$ cat config.mk
export PLATFORM = sky130hd
export DESIGN_NAME = alu_ctrl_seq_flat
export DESIGN_NICKNAME = d
export VERILOG_FILES = /design/src/rtl/alu_ctrl_seq_if.sv /design/src/rtl/alu_ctrl_seq.sv /design/src/flat_wrapper.sv
export SDC_FILE = /design/constraint.sdc
export NUM_CORES = 1
export LEC_CHECK = 0
export BUFFER_PORTS_ARGS = -buffer_cell sky130_fd_sc_hd__buf_2
export CELL_PAD_IN_SITES_DETAIL_PLACEMENT = 1
export CELL_PAD_IN_SITES_GLOBAL_PLACEMENT = 1
export CORE_MARGIN = 2
export CORE_UTILIZATION = 33
export CTS_BUF_LIST = sky130_fd_sc_hd__clkbuf_8
export DETAILED_ROUTE_END_ITERATION = 8
export PLACE_DENSITY = 0.91
export SYNTH_ARGS = -nofsm -noshare
export SYNTH_HDL_FRONTEND = slang
export SYNTH_SLANG_ARGS = --single-unit
export TNS_END_PERCENT = 100
$ cat constraint.sdc
create_clock -name clk -period 2.7 [get_ports clk]
set_input_delay 0.27 -clock clk [delete_from_list [all_inputs] [get_ports clk]]
set_output_delay 0.27 -clock clk [all_outputs]
set_load 0.01 [all_outputs]
$ cat src/rtl/alu_ctrl_seq_if.sv
// Bus bundle between the ALU control sequencer and its environment:
// instruction handshake, ALU drive/return and response handshake.
interface alu_ctrl_seq_if;
  logic        instr_valid;
  logic        instr_ready;
  logic [5:0]  opcode;
  logic [5:0]  funct;
  logic [15:0] imm;
  logic [31:0] rs_data;
  logic [31:0] rt_data;
  logic [3:0]  alu_op;
  logic [31:0] alu_a;
  logic [31:0] alu_b;
  logic [31:0] alu_result;
  logic        alu_zero;
  logic        res_valid;
  logic        res_ready;
  logic [31:0] result;
  logic        branch_taken;
  logic        illegal;

  modport slave (
    input  instr_valid, opcode, funct, imm, rs_data, rt_data,
    input  alu_result, alu_zero, res_ready,
    output instr_ready, alu_op, alu_a, alu_b,
    output res_valid, result, branch_taken, illegal
  );

  modport master (
    output instr_valid, opcode, funct, imm, rs_data, rt_data,
    output alu_result, alu_zero, res_ready,
    input  instr_ready, alu_op, alu_a, alu_b,
    input  res_valid, result, branch_taken, illegal
  );
endinterface

$ cat src/rtl/alu_ctrl_seq.sv
// ALU control sequencer: decodes one instruction, holds the ALU inputs for
// SETTLE cycles, captures the ALU result and offers it on a valid/ready port.
module alu_ctrl_seq #(
  parameter int unsigned SETTLE = 1
) (
  input  logic          clk,
  input  logic          reset,
  alu_ctrl_seq_if.slave bus
);

  typedef enum logic [1:0] {IDLE, EXEC, RESP} state_t;

  localparam logic [3:0] OP_AND = 4'b0000;
  localparam logic [3:0] OP_OR  = 4'b0001;
  localparam logic [3:0] OP_ADD = 4'b0010;
  localparam logic [3:0] OP_SUB = 4'b0110;
  localparam logic [3:0] OP_BEQ = 4'b0111;
  localparam logic [3:0] CNT_INIT = 4'(SETTLE - 1);

  function automatic logic [31:0] sign_ext(input logic [15:0] v);
    return {{16{v[15]}}, v};
  endfunction

  function automatic logic [31:0] zero_ext(input logic [15:0] v);
    return {16'h0000, v};
  endfunction

  state_t      state_q, state_d;
  logic [3:0]  cnt_q, cnt_d;
  logic [3:0]  alu_op_q, alu_op_d;
  logic [31:0] alu_a_q, alu_a_d;
  logic [31:0] alu_b_q, alu_b_d;
  logic        is_beq_q, is_beq_d;
  logic [31:0] result_q, result_d;
  logic        branch_q, branch_d;
  logic        illegal_q, illegal_d;

  logic [3:0]  dec_op;
  logic [31:0] dec_b;
  logic        dec_beq;
  logic        dec_ill;

  always_comb begin
    dec_op  = OP_AND;
    dec_b   = bus.rt_data;
    dec_beq = 1'b0;
    dec_ill = 1'b0;
    case (bus.opcode)
      6'b000000: begin
        case (bus.funct)
          6'b100100: dec_op = OP_AND;
          6'b100101: dec_op = OP_OR;
          6'b100000: dec_op = OP_ADD;
          6'b100010: dec_op = OP_SUB;
          default:   dec_ill = 1'b1;
        endcase
      end
      6'b100011, 6'b101011: begin
        dec_op = OP_ADD;
        dec_b  = sign_ext(bus.imm);
      end
      6'b001100: begin
        dec_op = OP_AND;
        dec_b  = zero_ext(bus.imm);
      end
      6'b001101: begin
        dec_op = OP_OR;
        dec_b  = zero_ext(bus.imm);
      end
      6'b000100: begin
        dec_op  = OP_BEQ;
        dec_beq = 1'b1;
      end
      default: dec_ill = 1'b1;
    endcase
  end

  // Illegal instructions leave the ALU drive untouched and skip EXEC.
  always_comb begin
    state_d   = state_q;
    cnt_d     = cnt_q;
    alu_op_d  = alu_op_q;
    alu_a_d   = alu_a_q;
    alu_b_d   = alu_b_q;
    is_beq_d  = is_beq_q;
    result_d  = result_q;
    branch_d  = branch_q;
    illegal_d = illegal_q;
    case (state_q)
      IDLE: begin
        if (bus.instr_valid) begin
          if (dec_ill) begin
            illegal_d = 1'b1;
            result_d  = 32'h0;
            branch_d  = 1'b0;
            state_d   = RESP;
          end else begin
            alu_op_d  = dec_op;
            alu_a_d   = bus.rs_data;
            alu_b_d   = dec_b;
            is_beq_d  = dec_beq;
            illegal_d = 1'b0;
            cnt_d     = CNT_INIT;
            state_d   = EXEC;
          end
        end
      end
      EXEC: begin
        if (cnt_q == 4'd0) begin
          result_d = bus.alu_result;
          branch_d = is_beq_q & bus.alu_zero;
          state_d  = RESP;
        end else begin
          cnt_d = cnt_q - 4'd1;
        end
      end
      RESP: begin
        if (bus.res_ready) begin
          state_d = IDLE;
        end
      end
      default: state_d = IDLE;
    endcase
  end

  always_ff @(posedge clk) begin
    if (reset) begin
      state_q   <= IDLE;
      cnt_q     <= 4'd0;
      alu_op_q  <= OP_AND;
      alu_a_q   <= 32'h0;
      alu_b_q   <= 32'h0;
      is_beq_q  <= 1'b0;
      result_q  <= 32'h0;
      branch_q  <= 1'b0;
      illegal_q <= 1'b0;
    end else begin
      state_q   <= state_d;
      cnt_q     <= cnt_d;
      alu_op_q  <= alu_op_d;
      alu_a_q   <= alu_a_d;
      alu_b_q   <= alu_b_d;
      is_beq_q  <= is_beq_d;
      result_q  <= result_d;
      branch_q  <= branch_d;
      illegal_q <= illegal_d;
    end
  end

  assign bus.instr_ready  = (state_q == IDLE);
  assign bus.res_valid    = (state_q == RESP);
  assign bus.alu_op       = alu_op_q;
  assign bus.alu_a        = alu_a_q;
  assign bus.alu_b        = alu_b_q;
  assign bus.result       = result_q;
  assign bus.branch_taken = branch_q;
  assign bus.illegal      = illegal_q;

endmodule

$ cat src/flat_wrapper.sv
// flat-port wrapper written by rule: the top's interface ports become plain ports
module alu_ctrl_seq_flat 
#(
  parameter int unsigned SETTLE = 1
)
  (clk, reset, bus_instr_valid, bus_opcode, bus_funct, bus_imm, bus_rs_data, bus_rt_data, bus_alu_result, bus_alu_zero, bus_res_ready, bus_instr_ready, bus_alu_op, bus_alu_a, bus_alu_b, bus_res_valid, bus_result, bus_branch_taken, bus_illegal);
  alu_ctrl_seq_if bus_i ();
  input  logic clk;
  input  logic reset;
  input wire logic [$bits(bus_i.instr_valid)-1:0] bus_instr_valid;
  input wire logic [$bits(bus_i.opcode)-1:0] bus_opcode;
  input wire logic [$bits(bus_i.funct)-1:0] bus_funct;
  input wire logic [$bits(bus_i.imm)-1:0] bus_imm;
  input wire logic [$bits(bus_i.rs_data)-1:0] bus_rs_data;
  input wire logic [$bits(bus_i.rt_data)-1:0] bus_rt_data;
  input wire logic [$bits(bus_i.alu_result)-1:0] bus_alu_result;
  input wire logic [$bits(bus_i.alu_zero)-1:0] bus_alu_zero;
  input wire logic [$bits(bus_i.res_ready)-1:0] bus_res_ready;
  output wire logic [$bits(bus_i.instr_ready)-1:0] bus_instr_ready;
  output wire logic [$bits(bus_i.alu_op)-1:0] bus_alu_op;
  output wire logic [$bits(bus_i.alu_a)-1:0] bus_alu_a;
  output wire logic [$bits(bus_i.alu_b)-1:0] bus_alu_b;
  output wire logic [$bits(bus_i.res_valid)-1:0] bus_res_valid;
  output wire logic [$bits(bus_i.result)-1:0] bus_result;
  output wire logic [$bits(bus_i.branch_taken)-1:0] bus_branch_taken;
  output wire logic [$bits(bus_i.illegal)-1:0] bus_illegal;
  assign bus_i.instr_valid = bus_instr_valid;
  assign bus_i.opcode = bus_opcode;
  assign bus_i.funct = bus_funct;
  assign bus_i.imm = bus_imm;
  assign bus_i.rs_data = bus_rs_data;
  assign bus_i.rt_data = bus_rt_data;
  assign bus_i.alu_result = bus_alu_result;
  assign bus_i.alu_zero = bus_alu_zero;
  assign bus_i.res_ready = bus_res_ready;
  assign bus_instr_ready = bus_i.instr_ready;
  assign bus_alu_op = bus_i.alu_op;
  assign bus_alu_a = bus_i.alu_a;
  assign bus_alu_b = bus_i.alu_b;
  assign bus_res_valid = bus_i.res_valid;
  assign bus_result = bus_i.result;
  assign bus_branch_taken = bus_i.branch_taken;
  assign bus_illegal = bus_i.illegal;
  alu_ctrl_seq #(.SETTLE(SETTLE)) u_core (.clk(clk), .reset(reset), .bus(bus_i));
endmodule
# Word-level counts from Yosys, hierarchy flattened
# Cells that the tools add are included.
# word_totals
regBits	109
input_bits	129
out_inout_bits	104
elab_cells	66
# classes
n_addsub	1
eq_ne	17
n_mux	24
n_bitwise	2
reduce_logical	13
# ops
op	count
32-bit one-hot mux with 2 select lines	2
32-bit two-way mux	3
6-bit equality test, second input constant	6
4-bit one-hot mux with 4 select lines	1
6-bit by 4-bit equality test with 1-bit output, second input constant	2
4-bit two-way mux	3
3-bit one-hot mux with 3 select lines	1
2-bit two-way mux	4
2-bit != test, second input constant	4
4-bit one-hot mux with 2 select lines	1
4-bit AND reduction	2
6-bit by 3-bit equality test with 1-bit output, second input constant	1
6-bit logical NOT	1
1-bit two-way mux	6
2-bit one-hot mux with 3 select lines	1
3-bit AND reduction	2
5-bit OR reduction	1
4-bit logical NOT	1
2-bit by 1-bit != test with 1-bit output, second input constant	2
1-bit one-hot mux with 2 select lines	2
2-bit OR reduction	2
4-bit OR reduction	1
4-bit by 1-bit subtractor with 4-bit output, second input constant	1
2-bit by 1-bit equality test with 1-bit output, second input constant	1
other kinds (6)	6

# Longest topological paths before layout
# Gate-level depths: netlist of run 1.
# logic_depth
word_depth	7
ltp_mapped	8
depth_no_buf	7

# Worst setup path before layout of run 1
# No wires, ideal clock.
# synth_path
kind	input-to-reg
from	in bus_opcode[1]
to	reg u_core.alu_a_q[0] (netlist: u_core.bus.alu_a[0])
setup_ps	132
arrival_ps	1810
t_required_ps	2568
slack_ps	757
cell_stages	7
path_buffers	2
cell_sequence	or4_4 a2111oi_4 a211oi_1 buf_2 buf_2 nand2_1 a21oi_1
# synth_between
elab_chain_len	5
word_cells_on_any_way	10
cone_classes	5 x eq/ne; 1 x mux; 1 x bitwise; 3 x reduce/logical
# synth_rtl
element	line_no	text
start, declared	flat_wrapper.sv:11	input wire logic [$bits(bus_i.opcode)-1:0] bus_opcode;
6-bit equality test (tied with other cells)	alu_ctrl_seq.sv:48	case (bus.opcode)
5-bit OR reduction (no source line)	--	
1-bit one-hot mux with 2 select lines *	alu_ctrl_seq.sv:48	
1-bit inverter (no source line) *	--	
3-bit AND reduction (no source line) *	--	
end signal, assigned	alu_ctrl_seq.sv:141	alu_a_q <= alu_a_d;
end, declared	alu_ctrl_seq.sv:31	logic [31:0] alu_a_q, alu_a_d;
# Mark *: on every way between the ends. The rest lies on a longest branch, timed or not.
# A chain may end at the register's enable or synchronous reset.

# Worst setup path in the final report of run 1
# layout_path
from	reg u_core.cnt_q[0]
to	reg u_core.cnt_q[2]
# layout_between
elab_chain_len	3
word_cells_on_any_way	6
cone_classes	1 x add/sub; 1 x eq/ne; 2 x mux; 2 x reduce/logical
# layout_rtl
element	line_no	text
start, declared	alu_ctrl_seq.sv:29	logic [3:0] cnt_q, cnt_d;
start signal, assigned	alu_ctrl_seq.sv:139	cnt_q <= cnt_d;
4-bit by 1-bit subtractor with 4-bit output or 4-bit logical NOT (tied branches)	alu_ctrl_seq.sv:114, alu_ctrl_seq.sv:109	
4-bit two-way mux or 2-bit != test (tied branches)	--	
4-bit one-hot mux with 2 select lines or 4-bit AND reduction (tied branches)	--	
# Parallel ways exist; a longest one is shown, timed or not. The select of a mux whose other input is x is not followed.

==> results.md, run 1 <==
* Status: finished clean
* Highest metal used: met4
* WP data arrival at 2.26 ns
* Max FO, Critical Path at 7
* Clk pin slew, worst setup/hold paths at roughly 0.11 ns
* Pleak at 2.68 nW
* CTS max path bufs at 2
* Crit-path cells: inv_1 -> ha_1 -> nor4bb_1 -> or3_1 -> nor4_1 -> a211oi_1 -> a21oi_1
* Final HPWL DP at between 10 and 15 mm
* Syn. warnings at 0
* H-tree depth at 3
* Cts hold-fix bufs at 0
* Total Routed Length at about 14 mm
* Net count after synthesis at between 600 and 700
* Share of layout cells above drive strength 1 at 0.402
* Critical Path Start: u_core.cnt_q[0]$_SDFFE_PP0P_
* Initial antenna violation count at 1
* Post-Synthesis Cells at approximately 530
* Fin Setup TNS at 0 ns
* # port buffers at 231
* Number of fill cells in the layout at between 1500 and 2000
* Slowest cell on crit path: nor4bb_1
* Chip Width at between 100 and 150 um
* Area post-placement at around 5800 um^2
* Clock Sink Count at ~110
* Critical path endpoint category: register
* Worst setup margin at a little under 0.7 ns
* Largest net degree at the start of global routing at 84
* Routed vias/inst at 4.99
* Tmin final at ~2.0 ns
* Sequential share of the synthesized area at 0.480
* Clock Skews at between 0.01 and 0.015 ns
* R2r startpoint: u_core.cnt_q[0]$_SDFFE_PP0P_
* RSZ-0062 raised after global routing: false
* Final instance area at between 6000 and 7000 um^2
* WP buf/inv at 1
* Seq cells post-synth at 108
* Required time of the critical path at 2.95 ns
* Met1 WL at about 5.8 mm
* Tot GR Track Use at 0.196
* Critical path launch point type: register
* Inserted Clock Buffers at 9
* CP delay by family, top: simple AND/OR/NAND/NOR gates
* Critical R2R Capture: u_core.cnt_q[2]$_SDFFE_PP0P_
* R2R Setup Slk at around 0.69 ns
* Initial core utilization at 0.339
* Die Span Y at ~120 um
* Wire length per cell at ~16 um
* Max-slew violations at 0
* CTS Root Cell: clkbuf_8
* Post-DRT Antenna Nets at 0
* Area Overhead vs Synth at 34.4%
* Peak Freq at roughly 500 MHz
* Hold Path Stages at 3
* Met2 wire len at 7.34 mm
* Grt ovf at 0
* Worst path max stage delay at between 0.5 and 0.6 ns
* Final setup vio count at 0
* Final hold vios at 0
* Via count at about 4600
* Post-synthesis instance area at between 4000 and 5000 um^2
* Worst rel slew slack at 0.556
* Synth unique cells at between 40 and 50
* FP Rows at 42
* Reg2Reg Depth at 7
* Pre-CTS setup slack at 0.416 ns
* Wire length on met3 at 1.05 mm
* Worst min path class: input port to register
* Area of the die at approximately 15000 um^2
* Maximum VDD drop at 0.329 mV
* Initial DRT Pass Iterations at 4
* Residual DRC at 0
* Vias in the first global route at around 4800
* # resized after CTS at 0
* Most frequent cells in the layout: 230 x buf_2, 108 x dfxtp_1, 103 x nand2_1
* WS Path Type: register to register
* Syn avg cell area at about 8.6 um^2
* Tcrit/Tclk final at 0.744
* Pwr Total at 3.15 mW
* CTS tree: built
* Global-route wire length before repair at around 23 mm
* Crit. path cell count at 7
* Gpl congestion at approximately 0.76
* Placed cell count at approximately 900
* 1st-iter DRT viols at approximately 260
* Nets at just under 900
* Worst-margin pin slew at around 0.67 ns
* Worst skew pair latency at ~0.37 ns
* Max-Cap Viols at 0
* Final non-filler cell total at 916
* Post-CTS setup buffer count at 0
* CP endpoint: u_core.cnt_q[2]$_SDFFE_PP0P_
* Power density over the cells at approximately 520 nW/um^2
* Hold_sp: bus_alu_result[17]
* Core area at 13300 um^2
* Most common cell after layout, fill and taps aside: buf_2
* I/O pin cnt at between 200 and 250
-- worst min path at each step --
stage / end / slack (ns)
2_1_floorplan: u_core.bus.alu_a[0]$_SDFFE_PP0P_ / 0.41
3_3_place_gp: u_core.bus.alu_a[30]$_SDFFE_PP0P_ / 0.44
3_5_place_dp: u_core.bus.alu_op[2]$_SDFFE_PP0P_ / 0.45
4_1_cts: u_core.bus.alu_a[15]$_SDFFE_PP0P_ / 0.1
5_1_grt: u_core.bus.result[2]$_SDFFE_PP0P_ / 0.1
6_report: u_core.bus.result[17]$_SDFFE_PP0P_ / 0.12
-- report_power, final --
part           switching, mW  leakage, nW  internal, mW
registers             0.0297        0.873          1.64
logic                  0.257         1.71         0.184
clock network          0.597       0.0984         0.444
total                  0.884         2.68          2.27
-- per-stage QoR --
stage                     hold WS [ns]  utilization
after floorplan                  0.406            -
after global placement           0.439        0.440
after global routing            0.0960        0.455
after detailed placement         0.445        0.440
final                            0.122        0.455
after CTS                       0.0972        0.455
-- registers in the layout (all words and copies together) (netlist names) --
signal	cells
u_core.bus.illegal	1
u_core.state_q	2
u_core.is_beq_q	1
u_core.bus.alu_op	3
u_core.bus.branch_taken	1
u_core.bus.alu_a	32
u_core.cnt_q	4
u_core.bus.result	32
u_core.bus.alu_b	32
-- synth_stat cells, drive strengths merged --
cell type / n / area share
o21ai: 36 / 0.040
a31oi: 1 / 0.0014
nand3b: 2 / 0.0033
dfxtp: 108 / 0.48
nor2b: 3 / 0.0042
a21oi: 75 / 0.083
a211oi: 36 / 0.079
inv: 5 / 0.0042
and3: 2 / 0.0028
a211o: 1 / 0.0019
o21bai: 1 / 0.0017
or4: 1 / 0.0025
conb: 1 / 0.00083
nand2b: 2 / 0.0028
a31o: 1 / 0.0019
nor3: 20 / 0.039
or3: 2 / 0.0028
buf: 14 / 0.022
a41o: 1 / 0.0022
a2111oi: 1 / 0.0061
mux2i: 17 / 0.038
a22oi: 1 / 0.0017
nor4b: 1 / 0.0033
and2: 1 / 0.0014
o31ai: 1 / 0.0017
nor4bb: 1 / 0.0022
nand2: 103 / 0.086
nor3b: 2 / 0.0033
nand3: 9 / 0.010
a21o: 1 / 0.0017
clkbuf: 29 / 0.024
nor4: 2 / 0.0028
ha: 2 / 0.0056
a311oi: 1 / 0.0019
nand4b: 1 / 0.0019
nor2: 40 / 0.033
-- worst reg2reg max path, cell delays in order (launching register included) --
cell and delay [ns]:
dfxtp_1 0.35, inv_1 0.08, ha_1 0.18, nor4bb_1 0.55, or3_1 0.33, nor4_1 0.08, a211oi_1 0.23, a21oi_1 0.09
-- kinds of logic after synthesis --
family | after synthesis | synth area share
compound gates | 157 | 0.224
other cells | 1 | 0.000833
simple gates | 192 | 0.201
flops | 108 | 0.480
mux | 17 | 0.0378
buf+inv | 48 | 0.0500
fa+ha+maj | 2 | 0.00555
-- routing by layer --
layer,track usage,vias to the layer above
li1,-,2227
met1,0.215,2170
met2,0.358,160
met3,0.0684,16
met4,0.0516,0
met5,0,-
-- cell type report --
| cell class | instances | area [um^2] | area share |
|---|---|---|---|
| multi-input combinational | 369 | 2160 | 0.357 |
| clock buffer | 9 | 124 | 0.0205 |
| timing repair buffer | 241 | 1280 | 0.212 |
| clock inverter | 7 | 82.6 | 0.0136 |
| antenna | 1 | 2.50 | 0.000413 |
| inverter | 5 | 18.8 | 0.00310 |
| tap | 176 | 220 | 0.0364 |
| sequential | 108 | 2160 | 0.357 |
Note: power is estimated with default switching activity, not from simulation.
==> run 2, diff against run 1 <==
--- a/config.mk
+++ b/config.mk
@@ -5,14 +5,15 @@
 export SDC_FILE = /design/constraint.sdc
 export NUM_CORES = 1
 export LEC_CHECK = 0
+export ABC_AREA = 1
 export BUFFER_PORTS_ARGS = -buffer_cell sky130_fd_sc_hd__buf_2
 export CELL_PAD_IN_SITES_DETAIL_PLACEMENT = 1
 export CELL_PAD_IN_SITES_GLOBAL_PLACEMENT = 1
 export CORE_MARGIN = 2
-export CORE_UTILIZATION = 33
+export CORE_UTILIZATION = 32
 export CTS_BUF_LIST = sky130_fd_sc_hd__clkbuf_8
 export DETAILED_ROUTE_END_ITERATION = 8
-export PLACE_DENSITY = 0.91
+export PLACE_DENSITY = 0.92
 export SYNTH_ARGS = -nofsm -noshare
 export SYNTH_HDL_FRONTEND = slang
 export SYNTH_SLANG_ARGS = --single-unit
==> constraint.sdc (replaced) <==
create_clock -name clk -period 2 [get_ports clk]
set_input_delay 0.2 -clock clk [delete_from_list [all_inputs] [get_ports clk]]
set_output_delay 0.2 -clock clk [all_outputs]
set_load 0.01 [all_outputs]
==> run 2 against run 1 <==
Non-clock buffer count up 8. Total power is 46% higher. Sequential power up 41%. Via count grew 22%. Critical path depth rose by 2. Maximum frequency up 14%. Clock skew rose by 0.0036 ns. Combinational power up 120%. Setup slack got worse by 0.46 ns. Count of clock-buffer cells in the layout increased by 1. Flip-flop and latch count stayed put. Clock power is 23% higher.
==> results.md, run 2 <==
* FP Rows at 45 (+7.1%)
* Synth Flop Type: dfxtp_1
* Nets at 1127 (+30%)
* Grt ovf at 0 (unchanged)
* Wire length per cell at 13.6 um (-14%)
* Clk pin slew, worst setup/hold paths at 0.11 ns (about the same)
* Sw power at 1.43 mW (+62%)
* Post-synthesis instance area at 4970 um^2 (+10%)
* Share of layout cells above drive strength 1 at 0.278 (-0.124)
* Tot GR Track Use at 0.192 (-0.00454)
* Share of power burned in the clock network at 0.278 (-0.053)
* WS Path Type: register to register
* Area of the die at 16500 um^2 (+13%)
* Residual DRC at 0 (unchanged)
* Initial DRT Pass Iterations at 4 (unchanged)
* Post-DRT Antenna Nets at 0 (unchanged)
* Power density over the cells at 709 nW/um^2 (+36%)
* Most common cell after layout, fill and taps aside: nand2_1
* RSZ-0062 raised after global routing: false
* Post-synth top cells: 272 x nand2_1, 159 x nor2_1, 108 x dfxtp_1
* Post-synth EDFFs at 0 (unchanged)
* Critical path endpoint category: register
* Tmin final at 1.77 ns (-0.241 ns)
* Fin Setup TNS at 0 ns (unchanged)
* Synth unique cells at 24 (-41%)
* Seq cells post-synth at 108 (unchanged)
* Vias in the first global route at 5469 (+15%)
* Switch share at 0.311 (+0.0307)
* Gpl congestion at 0.844 (+11%)
* Status: finished clean
* R2R Setup Slk at 0.23 ns (-0.46 ns)
* Reg2Reg Depth at 9 (+2)
* CTS max path bufs at 2 (unchanged)
* Syn. warnings at 0 (unchanged)
* # port buffers at 231 (unchanged)
* Core area at 15200 um^2 (+14%)
* Most frequent cells in the layout: 272 x nand2_1, 231 x buf_2, 159 x nor2_1
* Synth area leaders: dfxtp_1 44%, nand2_1 21%, nor2_1 12%, nand3_1 11%, inv_1 4.3%
* I/O pin cnt at 233 (unchanged)
* Final HPWL DP at 12.1 mm (+12%)
* Die Span Y at 129 um (+6.4%)
* Initial core utilization at 0.327 (-0.0120)
* Final hold vios at 0 (unchanged)
* Logic pwr share at 0.210 (+0.070)
* Maximum VDD drop at 0.269 mV (-18%)
* Peak Freq at 565 MHz (+14%)
* H-tree depth at 3 (unchanged)
* Final setup vio count at 0 (unchanged)
* Total Routed Length at 16.2 mm (+12%)
* Syn avg cell area at 6.35 um^2 (-26%)
* Required time of the critical path at 2.31 ns (-0.64 ns)
* Critical Path Start: u_core.cnt_q[0]$_SDFFE_PP0P_
* Max FO, Critical Path at 31 (+24)
* Inserted Clock Buffers at 9 (unchanged)
* Int Power at 3.17 mW (+40%)
* R2r startpoint: u_core.cnt_q[0]$_SDFFE_PP0P_
* Post-synth top area cell: dfxtp_1
* Largest net degree at the start of global routing at 63 (-25%)
* Routed vias/inst at 4.68 (-6.3%)
* Post-Synthesis Cells at 782 (+49%)
* Post-CTS setup buffer count at 0 (unchanged)
* CTS tree: built
* 1st-iter DRT viols at 165 (-36%)
* Pleak at 3.77 nW (+41%)
* Worst-margin pin slew at 0.645 ns (-0.0216 ns)
* Max-Cap Viols at 0 (unchanged)
* Area Overhead vs Synth at 30.8%
* CTS Root Cell: clkbuf_8
* Clock Skews at 0.0147 ns (+0.00355 ns)
* Post-synth top area share at 0.435 (-0.0447)
* Worst min path class: input port to register
* Critical R2R Capture: u_core.bus.result[5]$_SDFFE_PP0P_
* Most common cell in the netlist: nand2_1
* Worst skew pair latency at 0.37 ns (about the same)
* Worst rel slew slack at 0.567 (+0.0115)
* Chip Width at 129 um (+6.4%)
* WP data arrival at 2.08 ns (-0.18 ns)
* Sequential share of the synthesized area at 0.435 (-0.0447)
* Net count after synthesis at 913 (+39%)
* Critical path launch point type: register
* Global-route wire length before repair at 25.8 mm (+12%)
* Pwr Total at 4.61 mW (+46%)
* Max-slew violations at 0 (unchanged)
* Share of synthesized registers carrying an async set or reset at 0 (unchanged)
* Via count at 5564 (+22%)
* Area post-placement at 6300 um^2 (+7.7%)
* Tcrit/Tclk final at 0.884 (+0.140)
* CP endpoint: u_core.bus.result[5]$_SDFFE_PP0P_
* Reg power frac at 0.512 (-0.017)
* Clock Sink Count at 108 (unchanged)
* Initial antenna violation count at 2 (+1)
* Final instance area at 6490 um^2 (+7.3%)
==> run 2: final cells by class <==
class	instances	area [um^2]
antenna	1	2.50
clock buffer	10	138
clock inverter	6	48.8
fill	2089	8710
inverter	62	234
multi-input combinational	566	2360
sequential	108	2160
tap	188	235
timing repair buffer	249	1320
==> run 2: power groups by stage <==
stage               Sequential (mW)  Combinational [mW]  Clock [mW]
floorplan                      2.46               0.514           0
global placement               2.41               0.943           0
detailed placement             2.41               0.978           0
CTS                            2.36               0.983        1.35
global route                   2.38                1.11        1.42
finish                         2.36               0.967        1.28
==> run 2: cell families after synthesis <==
logic type | Yosys count | share of synthesized area
buffers and inverters | 108 | 0.0904
DFF | 108 | 0.435
adders and majority gates | 2 | 0.00504
other | 1 | 0.000755
and+or+nand+nor | 550 | 0.454
AOI/OAI and AO/OA | 13 | 0.0141
==> run 2: how the worst min path moves through the flow <==
stage,from,to,slack (ns),cells past startpoint
floorplan,reset,u_core.state_q[1]$_SDFFE_PP0P_,0.27,1
global placement,bus_rs_data[31],u_core.bus.alu_a[31]$_SDFFE_PP0P_,0.39,3
detailed placement,bus_rs_data[31],u_core.bus.alu_a[31]$_SDFFE_PP0P_,0.40,3
CTS,bus_rs_data[24],u_core.bus.alu_a[24]$_SDFFE_PP0P_,0.02,3
global route,bus_rs_data[7],u_core.bus.alu_a[7]$_SDFFE_PP0P_,0.04,3
finish,bus_rs_data[24],u_core.bus.alu_a[24]$_SDFFE_PP0P_,0.04,3
==> run 2: what timing repair did <==
item,4_1_cts,5_1_grt
hold buffers,1,0
hold endpoints to repair,1,0
resized for setup,0,0
==> run 2: per-layer routing <==
metal	track usage	wire length (um)
met1	0.227	7010
met2	0.339	7730
met3	0.0482	1020
met4	0.0671	391
met5	0	27
==> run 2: per-stage QoR <==
stage               cells   util  hold slack, ns  worst slack [ns]
detailed placement   1172  0.414           0.403             0.108
global placement     1172  0.414           0.389             0.202
CTS                  1189  0.427          0.0171             0.213
finish               1190  0.427          0.0443             0.231
floorplan             782      -           0.269             0.547
global route         1189  0.427          0.0381           0.00587
==> run 2: worst max-delay path, stage by stage (launching register included) <==
cell	delay, ns
dfxtp_1	0.34
inv_1	0.13
ha_1	0.16
nand3_1	0.07
nand2_1	0.08
o21a_1	0.16
nand2_2	0.12
inv_2	0.42
nor2_1	0.10
nor2_1	0.12
==> run 3, diff against run 2 <==
--- a/config.mk
+++ b/config.mk
@@ -10,10 +10,10 @@
 export CELL_PAD_IN_SITES_DETAIL_PLACEMENT = 1
 export CELL_PAD_IN_SITES_GLOBAL_PLACEMENT = 1
 export CORE_MARGIN = 2
-export CORE_UTILIZATION = 32
-export CTS_BUF_LIST = sky130_fd_sc_hd__clkbuf_8
+export CORE_UTILIZATION = 31
+export CTS_BUF_LIST = sky130_fd_sc_hd__clkbuf_16
 export DETAILED_ROUTE_END_ITERATION = 8
-export PLACE_DENSITY = 0.92
+export PLACE_DENSITY = 0.89
 export SYNTH_ARGS = -nofsm -noshare
 export SYNTH_HDL_FRONTEND = slang
 export SYNTH_SLANG_ARGS = --single-unit
==> run 3 against run 2 <==
Sequential share of layout area is 1.1 points lower. Global-route usage is 0.47 points lower. First-iteration DRC count is 15% higher. Maximum frequency is 1.0% lower. Wire length is 0.37% higher. Clock power is 48% higher. Final area is 3.4% higher. Count of clock-buffer cells in the layout is 1 lower. Highest routed layer is now met4.
==> results.md, run 3 (same netlist as run 2, synthesis figures left out) <==
* Status: finished clean
* Maximum VDD drop at 0.397 mV (+48%)
* Wire length on met3 at 1.03 mm (+1.1%)
* CTS tree: built
* Die Span Y at 131 um (+1.6%)
* Core Util, Final at 0.426 (-0.00127)
* Share of layout cells above drive strength 1 at 0.281 (+0.00331)
* Tot GR Track Use at 0.187 (-0.00473)
* CTS Root Cell: clkbuf_16
* Hold_sp: bus_rs_data[31]
* Inserted Clock Buffers at 9 (unchanged)
* Initial antenna violation count at 0 (-2)
* Final setup vio count at 0 (unchanged)
* Largest net degree at the start of global routing at 104 (+65%)
* Final hold vios at 0 (unchanged)
* I/O pin cnt at 233 (unchanged)
* Max FO, Critical Path at 31 (unchanged)
* Clock Sink Count at 108 (unchanged)
* Vias in the first global route at 5300 (-3.1%)
* Tmin final at 1.79 ns (+0.0184 ns)
* Initial core utilization at 0.315 (-0.0118)
* Most frequent cells in the layout: 272 x nand2_1, 231 x buf_2, 159 x nor2_1
* CTS max path bufs at 2 (unchanged)
* Power density over the cells at 780 nW/um^2 (+9.9%)
* Total Routed Length at 16.2 mm (+0.37%)
* Initial DRT Pass Iterations at 4 (unchanged)
* WS Path Type: register to register
* Critical path launch point type: register
* Post-DRT Antenna Nets at 0 (unchanged)
* Tcrit/Tclk final at 0.893 (+0.00919)
* Worst skew pair latency at 0.34 ns (-0.03 ns)
* Residual DRC at 0 (unchanged)
* Via count at 5557 (-0.13%)
* Peak Freq at 560 MHz (-1.0%)
* Worst min path class: input port to register
* Gpl congestion at 0.742 (-12%)
* Worst-margin pin slew at 0.735 ns (+0.0902 ns)
* Area Overhead vs Synth at 35.2%
* Routed vias/inst at 4.54 (-3.0%)
* Met2 wire len at 7.85 mm (+1.5%)
* # port buffers at 231 (unchanged)
* Worst rel slew slack at 0.508 (-0.0587)
* Met1 WL at 6.98 mm (-0.44%)
* Critical Path Start: u_core.state_q[0]$_SDFFE_PP0P_
* Nets at 1133 (+0.53%)
* RSZ-0062 raised after global routing: false
* Critical path endpoint category: register
* Pwr Total at 5.24 mW (+14%)
* Chip Width at 131 um (+1.6%)
* Highest metal used: met4
* FP Rows at 46 (+2.2%)
* R2r startpoint: u_core.state_q[0]$_SDFFE_PP0P_
* Max-slew violations at 0 (unchanged)
* Final HPWL DP at 11.9 mm (-1.2%)
* Pleak at 3.88 nW (+2.7%)
* Area of the die at 17100 um^2 (+3.1%)
* Wire length per cell at 13.3 um (-2.5%)
* Grt ovf at 0 (unchanged)
* H-tree depth at 3 (unchanged)
* 1st-iter DRT viols at 189 (+15%)
* Most common cell after layout, fill and taps aside: nand2_1
* Required time of the critical path at 2.28 ns (-0.03 ns)
* Post-CTS setup buffer count at 0 (unchanged)
* Clk pin slew, worst setup/hold paths at 0.07 ns (-0.04 ns)
* WP data arrival at 2.07 ns (about the same)
* Clock Skews at 0.00754 ns (-0.00712 ns)
* Core area at 15800 um^2 (+3.7%)
* Global-route wire length before repair at 25.5 mm (-1.3%)
* Max-Cap Viols at 0 (unchanged)
run 3: what timing repair did:
| item | 4_1_cts | 5_1_grt |
|---|---|---|
| hold buffers | 0 | 0 |
| endpoints found under the setup margin | 5 | 0 |
| resized for setup | 2 | 0 |
run 3: final cells by class:
type                       count  area (um^2)
multi-input combinational    566         2360
tap                          216          270
clock inverter                 7         82.6
sequential                   108         2160
antenna                        2         5.00
clock buffer                   9          225
inverter                      62          234
fill                        2171         9050
timing repair buffer         255         1380
run 3: report_power, final:
| group | total (mW) | leakage (nW) | internal [mW] | switching [mW] |
|---|---|---|---|---|
| Clock | 1.89 | 0.158 | 1.08 | 0.803 |
| Combinational | 0.993 | 2.84 | 0.404 | 0.589 |
| Sequential | 2.36 | 0.879 | 2.29 | 0.0691 |
run 3: worst paths after layout:
path,end,slack (ns),cells past startpoint
max,u_core.bus.result[1]$_SDFFE_PP0P_,0.21,9
max reg2reg,u_core.bus.result[1]$_SDFFE_PP0P_,0.21,9
min,u_core.bus.alu_a[31]$_SDFFE_PP0P_,0.05,3
min reg2reg,u_core.bus.result[27]$_SDFFE_PP0P_,0.47,2
run 3: per-layer routing:
| metal | vias up | global-route usage |
|---|---|---|
| li1 | 2831 | - |
| met1 | 2550 | 0.224 |
| met2 | 154 | 0.326 |
| met3 | 22 | 0.0407 |
| met4 | 0 | 0.0763 |
| met5 | - | 0 |
run 3: worst max-delay path, cell delays in order, from the launching register on:
cell and delay, ns:
dfxtp_1 0.32, inv_1 0.05, nand2_1 0.10, buf_4 0.17
nor2_1 0.15, o21a_1 0.17, nand2_2 0.12, inv_2 0.43
nor2_1 0.09, nor2_1 0.12
run 3: stage by stage:
stage | hold WS (ns) | worst slack, ns | TNS, ns | std cells | instance area (um^2)
final | 0.0483 | 0.213 | 0 | 1225 | 6720
after global routing | 0.0540 | 0.0210 | 0 | 1223 | 6710
after CTS | 0.0306 | 0.159 | 0 | 1223 | 6710
after detailed placement | 0.401 | -0.362 | -16.45 | 1207 | 6400
after global placement | 0.394 | -0.279 | -9.89 | 1207 | 6400
after floorplan | 0.269 | 0.547 | 0 | 782 | 4970
